<file path="config.mk">
export PLATFORM = sky130hd
export DESIGN_NAME = iter_shift_unit_flat
export DESIGN_NICKNAME = d
export VERILOG_FILES = /design/src/rtl/iter_shift_if.sv /design/src/rtl/iter_shift_unit.sv /design/src/flat_wrapper.sv
export SDC_FILE = /design/constraint.sdc
export NUM_CORES = 1
export LEC_CHECK = 0
export BUFFER_PORTS_ARGS = -buffer_cell sky130_fd_sc_hd__buf_2
export CAP_MARGIN = 25
export CORE_AREA = 2 2 143 103
export CTS_CLUSTER_SIZE = 8
export DETAILED_ROUTE_END_ITERATION = 12
export DIE_AREA = 0 0 145 105
export PLACE_DENSITY_LB_ADDON = 0.2
export SLEW_MARGIN = 20
export SYNTH_ARGS = -nofsm -noshare
export SYNTH_HDL_FRONTEND = slang
export SYNTH_SLANG_ARGS = --single-unit
</file>
<file path="constraint.sdc">
create_clock -name clk -period 5.3 [get_ports clk]
set_clock_uncertainty 0.1 [all_clocks]
set_input_delay 1.06 -clock clk [delete_from_list [all_inputs] [get_ports clk]]
set_output_delay 1.06 -clock clk [all_outputs]
set_load 0.01 [all_outputs]
</file>
<file path="src/rtl/iter_shift_if.sv">
// Bus bundle for iter_shift_unit: operand/request signals and result/status signals.
//
// Optional macro: ITER_SHIFT_CARRY_EN adds the carry_out signal.
//
// Signals:
//   start     request pulse, sampled by the unit only when it is idle or done
//   op        3-bit operation select (SHR, SHRA, SHL, ROR, ROL, 101-111 pass-through)
//   data_in   operand to shift
//   amount    unsigned shift count
//   result    shifted value, held after done
//   busy      high while the unit is shifting
//   done      one-cycle pulse when result is valid
//   carry_out last bit shifted/rotated out (only with ITER_SHIFT_CARRY_EN)
//
// Modports: master drives requests (controller side), slave is the shift unit.
interface iter_shift_if #(
    parameter int unsigned WIDTH = 32
);
    logic             start;
    logic [2:0]       op;
    logic [WIDTH-1:0] data_in;
    logic [WIDTH-1:0] amount;
    logic [WIDTH-1:0] result;
    logic             busy;
    logic             done;

`ifdef ITER_SHIFT_CARRY_EN
    logic             carry_out;

    modport master (
        output start, op, data_in, amount,
        input  result, busy, done, carry_out
    );
    modport slave (
        input  start, op, data_in, amount,
        output result, busy, done, carry_out
    );
`else
    modport master (
        output start, op, data_in, amount,
        input  result, busy, done
    );
    modport slave (
        input  start, op, data_in, amount,
        output result, busy, done
    );
`endif
endinterface

</file>
<file path="src/rtl/iter_shift_unit.sv">
// Multi-cycle shift/rotate unit: SHR, SHRA, SHL, ROR, ROL and pass-through, shifting at
// most STEP bit positions per clock. Operands are captured on start; done pulses for one
// cycle when the result is valid, and the result is held until the next operation shifts.
//
// Optional macro: ITER_SHIFT_CARRY_EN adds bus.carry_out (last bit shifted/rotated out).
//
// Parameters:
//   WIDTH  operand/result width (power of 2, >= 8)
//   STEP   maximum bit positions shifted per cycle (1..WIDTH)
//
// Ports:
//   clk    clock, all state changes on the rising edge
//   clr    synchronous active-high reset; abandons any operation without a done pulse
//   bus    iter_shift_if slave modport (start/op/data_in/amount in, result/busy/done out)
module iter_shift_unit #(
    parameter int unsigned WIDTH = 32,
    parameter int unsigned STEP  = 1
) (
    input logic        clk,
    input logic        clr,
    iter_shift_if.slave bus
);

    localparam int unsigned AW = $clog2(WIDTH);
    localparam int unsigned CW = AW + 1;    // counts 0..WIDTH inclusive

    localparam logic [WIDTH-1:0] WidthVal = WIDTH'(WIDTH);
    localparam logic [CW-1:0]    CntWidth = CW'(WIDTH);
    localparam logic [CW-1:0]    CntStep  = CW'(STEP);

    typedef enum logic [1:0] {
        StIdle,
        StShift,
        StDone
    } state_e;

    state_e           state_q;
    logic [WIDTH-1:0] work_q;
    logic [WIDTH-1:0] result_q;
    logic [2:0]       op_q;
    logic [CW-1:0]    remaining_q;
    logic             busy_q;
    logic             done_q;

    logic [CW-1:0]    n_load;
    logic [CW-1:0]    k;
    logic [CW-1:0]    inv_k;
    logic [WIDTH-1:0] shift_next;

    // Effective count captured at load.
    always_comb begin
        n_load = '0;
        case (bus.op)
            3'b000, 3'b001, 3'b010: begin
                n_load = (bus.amount >= WidthVal) ? CntWidth : bus.amount[CW-1:0];
            end
            3'b011, 3'b100: begin
                n_load = {1'b0, bus.amount[AW-1:0]};
            end
            default: n_load = '0;
        endcase
    end

    // k is zero once the count is exhausted, so the final SHIFT edge copies work_q as-is.
    // A shift by WIDTH yields 0, which makes the rotate wrap term vanish for k = 0.
    always_comb begin
        k          = (remaining_q > CntStep) ? CntStep : remaining_q;
        inv_k      = CntWidth - k;
        shift_next = work_q;
        case (op_q)
            3'b000:  shift_next = work_q >> k;
            3'b001:  shift_next = $signed(work_q) >>> k;
            3'b010:  shift_next = work_q << k;
            3'b011:  shift_next = (work_q >> k) | (work_q << inv_k);
            3'b100:  shift_next = (work_q << k) | (work_q >> inv_k);
            default: shift_next = work_q;
        endcase
    end

`ifdef ITER_SHIFT_CARRY_EN
    logic          carry_q;
    logic          shift_carry;
    logic [AW-1:0] r_idx;
    logic [AW-1:0] l_idx;

    // Right moves lose bit k-1, left moves lose bit WIDTH-k; only meaningful for k != 0.
    always_comb begin
        r_idx       = AW'(k - CW'(1));
        l_idx       = AW'(inv_k);
        shift_carry = 1'b0;
        case (op_q)
            3'b000, 3'b001, 3'b011: shift_carry = work_q[r_idx];
            3'b010, 3'b100:         shift_carry = work_q[l_idx];
            default:                shift_carry = 1'b0;
        endcase
    end

    always_ff @(posedge clk) begin
        if (clr) begin
            carry_q <= 1'b0;
        end else if ((state_q == StIdle || state_q == StDone) && bus.start) begin
            carry_q <= 1'b0;
        end else if (state_q == StShift && k != '0) begin
            carry_q <= shift_carry;
        end
    end

    assign bus.carry_out = carry_q;
`endif

    always_ff @(posedge clk) begin
        if (clr) begin
            state_q     <= StIdle;
            work_q      <= '0;
            result_q    <= '0;
            op_q        <= '0;
            remaining_q <= '0;
            busy_q      <= 1'b0;
            done_q      <= 1'b0;
        end else begin
            case (state_q)
                StIdle, StDone: begin
                    done_q <= 1'b0;
                    if (bus.start) begin
                        work_q      <= bus.data_in;
                        op_q        <= bus.op;
                        remaining_q <= n_load;
                        busy_q      <= 1'b1;
                        state_q     <= StShift;
                    end else begin
                        state_q <= StIdle;
                    end
                end
                StShift: begin
                    work_q   <= shift_next;
                    result_q <= shift_next;
                    if (remaining_q == '0) begin
                        busy_q  <= 1'b0;
                        done_q  <= 1'b1;
                        state_q <= StDone;
                    end else begin
                        remaining_q <= remaining_q - k;
                    end
                end
                default: begin
                    busy_q  <= 1'b0;
                    done_q  <= 1'b0;
                    state_q <= StIdle;
                end
            endcase
        end
    end

    assign bus.result = result_q;
    assign bus.busy   = busy_q;
    assign bus.done   = done_q;

endmodule

</file>
<file path="src/flat_wrapper.sv">
// flat-port wrapper written by rule: the top's interface ports become plain ports
module iter_shift_unit_flat 
#(
    parameter int unsigned WIDTH = 32,
    parameter int unsigned STEP  = 1
)
  (clk, clr, bus_start, bus_op, bus_data_in, bus_amount, bus_result, bus_busy, bus_done);
  iter_shift_if #(.WIDTH(WIDTH)) bus_i ();
  input logic clk;
  input logic clr;
  input wire logic [$bits(bus_i.start)-1:0] bus_start;
  input wire logic [$bits(bus_i.op)-1:0] bus_op;
  input wire logic [$bits(bus_i.data_in)-1:0] bus_data_in;
  input wire logic [$bits(bus_i.amount)-1:0] bus_amount;
  output wire logic [$bits(bus_i.result)-1:0] bus_result;
  output wire logic [$bits(bus_i.busy)-1:0] bus_busy;
  output wire logic [$bits(bus_i.done)-1:0] bus_done;
  assign bus_i.start = bus_start;
  assign bus_i.op = bus_op;
  assign bus_i.data_in = bus_data_in;
  assign bus_i.amount = bus_amount;
  assign bus_result = bus_i.result;
  assign bus_busy = bus_i.busy;
  assign bus_done = bus_i.done;
  iter_shift_unit #(.WIDTH(WIDTH), .STEP(STEP)) u_core (.clk(clk), .clr(clr), .bus(bus_i));
endmodule
</file>
==> metrics.md, run 1 <==
| Metric | Value |
|---|---|
| Basic-gate share of the synthesized area counting and, or, nand and nor cells | 0.219 |
| Combinational family with the most area after synthesis | compound AO/OA/AOI/OAI gates |
| Clock tree sinks | 77 |
| Pre-Repair DR Iteration Count | 8 |
| Unrepaired setup endpoints after global routing | no |
| Number of max-capacitance violations reported | 0 |
| Clock-pin slew of the registers on the worst-case setup and hold paths | 70 ps |
| Total number of vias | 6277 |
| Xor/xnor share of the synthesized area | 0.00485 |
| Layout cell share with drive strength beyond 1 | 0.220 |
| Syn-to-layout area delta | 14.9% |
| Post-synthesis cell type with the largest combined area | sky130_fd_sc_hd__dfxtp_1 |
| Setup_tns | 0 ps |
| Area of the core | 0.0137 mm² |
| Post-synthesis register bit count | 77 |
| Worst-Margin Slew | 941 ps |
| DR vias/cell | 6.41 |
| Total power | 2.46 mW |
| IR Drop Worst-Case VDD | 0.195 mV |
| Die span in y | 105 µm |
| Max Clk Rate | 243 MHz |
| Global-route wire length before repair | 36300 µm |
| Run status | completed |
| Final worst-path cycle share | 0.776 |
| Number of gates given a new drive strength after cts | 0 |
| Routed WL per cell | 23.8 µm |
| Post-synthesis cell type count | 77 |
| Count of buffers added by post-CTS timing repair for setup | 0 |
| Antenna Diode Count | 0 |
| Synthesized net count | 803 |
| Final Wtd Congestion | 0.966 |
| Hold Buf Count CTS | 0 |
| Arr. time, crit path | 4250 ps |
| Async set-reset flop share out of synthesis | 0 |
| Rel. slew slack | 0.371 |
| Final count of negative-setup-slack endpoints | 0 |
| Overflow left after global routing | 0 |
| EDFF count, synth | 0 |
| Final Net Count | 857 |
| Yosys synthesis warning count | 0 |
| Maximum fanout count along the critical path | 27 |
| Post-Syn Area per Cell | 7.41 µm² |
| WS Path Type | register to register |
| Bufs on Longest Clock Path | 2 |
| DRC violations left | 0 |
| Clk Tree Root Cell | sky130_fd_sc_hd__clkbuf_16 |
| Max-slew violation total from the final report | 0 |
| Later-pin clock latency in the skew report | 350 ps |
| Top library cells by usage in the layout, fill and taps aside | 103 x sky130_fd_sc_hd__buf_2, 95 x sky130_fd_sc_hd__o21ai_0, 84 x sky130_fd_sc_hd__nor2_1, 77 x sky130_fd_sc_hd__dfxtp_1, 67 x sky130_fd_sc_hd__a21oi_1 |
| Worst path required time | 5440 ps |
| Total wire length | 23300 µm |
| Most used flip-flop cell after synthesis | sky130_fd_sc_hd__dfxtp_1 |
| Number of filler cells placed in the layout | 1416 |
| Final Hold Viols | 0 |
| Initial antenna violation count | 0 |
| Antenna violation net count after detailed routing | 0 |
| Count of H-tree levels built during CTS | 3 |
| Total global routing track utilization | 0.305 |
| DIE WIDTH | 145 µm |
| I/O Pins | 104 |
| Element type at the critical path end | register |
| Synthesized cell area | 0.00542 mm² |
| Kind of launch point of the worst setup path | register |
| Initial Util | 0.394 |
| Cts bufs inserted | 9 |
| Sequential element share of the synthesized area | 0.284 |
| Detailed-placement wirelength estimate | 15900 µm |
| Pin count of the biggest net entering global routing | 45 |
| Synth Area in Compound Gates | 0.353 |
| Most common cell after layout, fill and taps aside | sky130_fd_sc_hd__buf_2 |
| Area fraction of the dominant cell type after synthesis | 0.284 |
| Number of instances in the synthesized netlist | 731 |
| Initial DRC Count | 791 |
| Power per cell area | 395 mW/mm² |
| Adder-cell share of the synthesized area | 0.00462 |
| Static Leak | 2.36 nW |
| Port buffer count | 103 |
| Clock tree from TritonCTS | done |
| Multiplexer area fraction after synthesis | 0.0559 |
| Site Rows | 36 |
| Time the final worst path needs with I/O delays and setup | 4120 ps |
| Via count of the first global-routing pass | 5980 |
| Most area-consuming cells after synthesis | sky130_fd_sc_hd__dfxtp_1 28%, sky130_fd_sc_hd__o21ai_0 8.8%, sky130_fd_sc_hd__a21oi_1 6.2% |
| Class of the most critical hold timing path | register to register |
| Total die area | 0.0152 mm² |
| Utilization after layout | 0.453 |
worst max-delay path, cell delays in order, from the launching register on:
cell,delay (ps)
sky130_fd_sc_hd__dfxtp_1,450
sky130_fd_sc_hd__nor2_2,60
sky130_fd_sc_hd__buf_4,260
sky130_fd_sc_hd__nand2_4,320
sky130_fd_sc_hd__inv_2,260
sky130_fd_sc_hd__ha_1,810
sky130_fd_sc_hd__buf_4,480
sky130_fd_sc_hd__nor2_1,160
sky130_fd_sc_hd__a221oi_1,310
sky130_fd_sc_hd__a221oi_1,110
sky130_fd_sc_hd__o211a_1,290
sky130_fd_sc_hd__a2111oi_0,370
synth_stat cells, types with 9 or more instances:
| library cell | n |
|---|---|
| sky130_fd_sc_hd__nor3_1 | 14 |
| sky130_fd_sc_hd__o21ai_0 | 95 |
| sky130_fd_sc_hd__nand2_1 | 41 |
| sky130_fd_sc_hd__inv_1 | 12 |
| sky130_fd_sc_hd__o211ai_1 | 13 |
| sky130_fd_sc_hd__a31oi_1 | 12 |
| sky130_fd_sc_hd__mux2i_1 | 19 |
| sky130_fd_sc_hd__nand3_1 | 29 |
| sky130_fd_sc_hd__nor2_1 | 85 |
| sky130_fd_sc_hd__clkbuf_1 | 45 |
| sky130_fd_sc_hd__buf_2 | 19 |
| sky130_fd_sc_hd__nand2b_1 | 9 |
| sky130_fd_sc_hd__dfxtp_1 | 77 |
| sky130_fd_sc_hd__nor4_1 | 19 |
| sky130_fd_sc_hd__a2111oi_0 | 9 |
| sky130_fd_sc_hd__a21oi_1 | 67 |
cell families after synthesis:
group	Yosys count
compound gates	293
xor+xnor	3
fa+ha+maj	2
buf+inv	89
flops	77
mux	27
other cells	1
simple gates	239
area by class of cell:
type	instances	area, µm²	area share
multi-input combinational	565	3470	0.557
timing repair buffer	119	636	0.102
clock inverter	6	63.8	0.0102
inverter	13	48.8	0.00784
tap	190	238	0.0382
clock buffer	10	229	0.0368
sequential	77	1540	0.248
state kept, by name (all words and copies together), names as in the netlist:
name,flops
u_core.state_q,2
u_core.bus.busy,1
u_core.op_q,3
u_core.work_q,32
u_core.remaining_q,6
u_core.bus.done,1
u_core.bus.result,32
path summary, 6_finish.rpt:
| path | from | end | slack, ps | cells after the start |
|---|---|---|---|---|
| worst max register to register | u_core.remaining_q[2] | u_core.work_q[22] | 1180 | 11 |
| worst min-delay path | u_core.bus.result[10] | u_core.bus.result[10] | 350 | 2 |
| worst min register to register | u_core.bus.result[10] | u_core.bus.result[10] | 350 | 2 |
| worst max-delay path | u_core.remaining_q[2] | u_core.work_q[22] | 1180 | 11 |
per-stage QoR:
stage	setup slack [ps]	hold slack [ps]	instances	area (µm²)
after floorplan	2210	371	731	5420
after global placement	1320	332	963	5930
after detailed placement	1250	338	964	5930
after CTS	1230	349	980	6230
after global routing	846	376	980	6230
final	1180	347	980	6230
per-layer routing:
layer	GRT usage	routed length (µm)	vias up	part of all wire
met5	0	0	-	0
met2	0.444	9800	339	0.42
met4	0.0926	462	0	0.020
li1	-	-	2866	-
met1	0.443	10800	3025	0.47
met3	0.0699	2190	47	0.094
report_power, final:
part           internal (mW)  total [mW]  switching (mW)
registers              0.654       0.790           0.137
logic                  0.347        1.03           0.687
clock network          0.365       0.635           0.271
(Power assumes the default switching activity.)
==> run 2: changes to the inputs <==
==> constraint.sdc (replaced) <==
create_clock -name clk -period 3.67 [get_ports clk]
set_clock_uncertainty 0.1 [all_clocks]
set_input_delay 0.734 -clock clk [delete_from_list [all_inputs] [get_ports clk]]
set_output_delay 0.734 -clock clk [all_outputs]
set_load 0.01 [all_outputs]
==> run 2 against run 1 <==
Net effect: global-route usage fell by 0.85 points; flip-flop and latch count did not move; count of clock-buffer cells in the layout rose by 3; largest cell class unchanged.
==> metrics.md, run 2 (same netlist as run 1, synthesis figures left out) <==
| Metric | Value |
|---|---|
| Run status | completed (unchanged) |
| Number of gates given a new drive strength after cts | 0 (unchanged) |
| Hold Buf Count CTS | 0 (unchanged) |
| Total non-filler cell area in the finished layout | 0.00636 mm² (was 0.00623 mm²) |
| WS Path Type | register to register (unchanged) |
| Time the final worst path needs with I/O delays and setup | 3090 ps (was 4120 ps) |
| Total number of vias | 6261 (was 6277) |
| Count of H-tree levels built during CTS | 3 (unchanged) |
| Detailed-placement wirelength estimate | 15500 µm (was 15900 µm) |
| Hold Path Sink | u_core.bus.result[9] (was u_core.bus.result[10]) |
| Fraction of power consumed by sequential logic | 0.309 (was 0.321) |
| DIE WIDTH | 145 µm (unchanged) |
| Source of the worst hold timing path | u_core.bus.result[9] (was u_core.bus.result[10]) |
| Power per cell area | 578 mW/mm² (was 395 mW/mm²) |
| Area after DPL | 0.00602 mm² (was 0.00593 mm²) |
| Worst path required time | 3800 ps (was 5440 ps) |
| Syn-to-layout area delta | 17.5% (was 14.9%) |
| Die span in y | 105 µm (unchanged) |
| Minimum setup slack among reg-to-reg paths | 580 ps (was 1180 ps) |
| Fin worst setup slack | 580 ps (was 1180 ps) |
| Most common cell after layout, fill and taps aside | sky130_fd_sc_hd__buf_2 (unchanged) |
| Maximum fanout count along the critical path | 21 (was 27) |
| Max Clk Rate | 324 MHz (was 243 MHz) |
| I/O Pins | 104 (unchanged) |
| DRC violations left | 0 (unchanged) |
| Total die area | 0.0152 mm² (unchanged) |
| Number of filler cells placed in the layout | 1430 (was 1416) |
| Utilization after layout | 0.463 (was 0.453) |
| Setup_tns | 0 ps (unchanged) |
| DR vias/cell | 6.31 (was 6.41) |
| Initial DRC Count | 656 (was 791) |
| Power spent charging and discharging nets | 1.53 mW (was 1.09 mW) |
| Site Rows | 36 (unchanged) |
| Global-route wire length before repair | 35200 µm (was 36300 µm) |
| Initial antenna violation count | 0 (unchanged) |
| Max-slew violation total from the final report | 0 (unchanged) |
| Antenna violation net count after detailed routing | 0 (unchanged) |
| Routed WL per cell | 22.8 µm (was 23.8 µm) |
| Worst r2r path cells | 10 (was 11) |
| Later-pin clock latency in the skew report | 350 ps (about the same) |
| Switching part of the total power | 0.418 (was 0.445) |
| Clock tree sinks | 77 (unchanged) |
| Worst-Margin Slew | 964 ps (was 941 ps) |
| Internal cell power | 2.14 mW (was 1.36 mW) |
| Final count of negative-setup-slack endpoints | 0 (unchanged) |
| Pre-Repair DR Iteration Count | 5 (was 8) |
| Element type at the critical path end | register (unchanged) |
| DP Worst Slack | 667 ps (was 1250 ps) |
| Final Wtd Congestion | 0.998 (was 0.966) |
| Final Net Count | 869 (was 857) |
| Clk Tree Root Cell | sky130_fd_sc_hd__clkbuf_16 (unchanged) |
| Unrepaired setup endpoints after global routing | no (unchanged) |
| Startpoint of the most critical register-to-register path | u_core.remaining_q[4] (was u_core.remaining_q[2]) |
| Part of the total power dissipated in the clock network | 0.281 (was 0.258) |
| Rel. slew slack | 0.357 (was 0.371) |
| Clock tree from TritonCTS | done (unchanged) |
| Clock-pin slew of the registers on the worst-case setup and hold paths | 60 ps (was 70 ps) |
| Top library cells by usage in the layout, fill and taps aside | 103 x sky130_fd_sc_hd__buf_2, 95 x sky130_fd_sc_hd__o21ai_0, 85 x sky130_fd_sc_hd__nor2_1, 77 x sky130_fd_sc_hd__dfxtp_1, 67 x sky130_fd_sc_hd__a21oi_1 (was 103 x sky130_fd_sc_hd__buf_2, 95 x sky130_fd_sc_hd__o21ai_0, 84 x sky130_fd_sc_hd__nor2_1, 77 x sky130_fd_sc_hd__dfxtp_1, 67 x sky130_fd_sc_hd__a21oi_1) |
| Number of max-capacitance violations reported | 0 (unchanged) |
| Port buffer count | 103 (unchanged) |
| Total wire length | 22600 µm (was 23300 µm) |
| Layout cell share with drive strength beyond 1 | 0.231 (was 0.220) |
| Count of buffers added by post-CTS timing repair for setup | 0 (unchanged) |
| Total global routing track utilization | 0.296 (was 0.305) |
| Initial Util | 0.394 (unchanged) |
| Class of the most critical hold timing path | register to register (unchanged) |
| Overflow left after global routing | 0 (unchanged) |
| Antenna Diode Count | 0 (unchanged) |
| IR Drop Worst-Case VDD | 0.243 mV (was 0.195 mV) |
| Final worst-path cycle share | 0.842 (was 0.776) |
| Worst flop-to-flop path endpoint | u_core.work_q[22] (unchanged) |
| Final Hold Viols | 0 (unchanged) |
| Bufs on Longest Clock Path | 2 (unchanged) |
| Logic gate share of total power | 0.410 (was 0.420) |
| Final hold slack | 352 ps (was 347 ps) |
| Worst hold path depth | 2 (unchanged) |
| Cts bufs inserted | 9 (unchanged) |
| Area of the core | 0.0137 mm² (unchanged) |
| Static Leak | 2.45 nW (was 2.36 nW) |
| Via count of the first global-routing pass | 5930 (was 5980) |
| Pin count of the biggest net entering global routing | 47 (was 45) |
| Arr. time, crit path | 3220 ps (was 4250 ps) |
| Kind of launch point of the worst setup path | register (unchanged) |
==> run 2: metal layers <==
metal	vias to the layer above	global-route usage	routed length (µm)
met5	-	0	0
met4	0	0.0919	428
met3	50	0.0812	2300
met2	372	0.426	9500
met1	2956	0.427	10300
li1	2883	-	-
==> run 2: cell type report <==
| type | count | area [µm²] | area share |
|---|---|---|---|
| Timing Repair Buffer | 131 | 726 | 0.114 |
| Inverter | 13 | 48.8 | 0.00767 |
| Tap cell | 190 | 238 | 0.0374 |
| Clock inverter | 3 | 65.1 | 0.0102 |
| Sequential cell | 77 | 1540 | 0.242 |
| Clock buffer | 13 | 280 | 0.0440 |
| Multi-Input combinational cell | 565 | 3470 | 0.545 |
==> run 2: worst max-delay path, cell delays in order, from the launching register on <==
cell and delay [ps]:
sky130_fd_sc_hd__dfxtp_1 470, sky130_fd_sc_hd__nor4_4 100, sky130_fd_sc_hd__nand2_4 80, sky130_fd_sc_hd__inv_2 40, sky130_fd_sc_hd__ha_1 690, sky130_fd_sc_hd__buf_4 390
sky130_fd_sc_hd__nor2_1 90, sky130_fd_sc_hd__a221oi_1 300, sky130_fd_sc_hd__a221oi_1 80, sky130_fd_sc_hd__o211a_1 240, sky130_fd_sc_hd__a2111oi_0 380
==> run 2: through the flow <==
step / power, mW / std cells
finish: 3.68 / 992
global route: 3.86 / 992
CTS: 3.64 / 992
detailed placement: 2.61 / 976
global placement: 2.59 / 976
floorplan: 2.16 / 731
==> run 2: power groups by stage <==
stage                     clock [mW]  combinational (mW)  sequential [mW]
after global routing            1.08                1.63             1.15
final                           1.03                1.51             1.14
after global placement             0                1.45             1.14
after CTS                       1.04                1.47             1.13
after detailed placement           0                1.46             1.14
after floorplan                    0                1.10             1.06
==> run 2: worst max path at each step <==
stage                          startpoint           endpoint  slack (ps)  depth (start not counted)
detailed placement  u_core.remaining_q[4]  u_core.work_q[22]         670                         10
global route        u_core.remaining_q[4]  u_core.work_q[22]         380                         10
global placement    u_core.remaining_q[4]  u_core.work_q[22]         780                         10
floorplan           u_core.remaining_q[4]  u_core.work_q[19]         580                         14
finish              u_core.remaining_q[4]  u_core.work_q[22]         580                         10
CTS                 u_core.remaining_q[4]  u_core.work_q[22]         620                         10
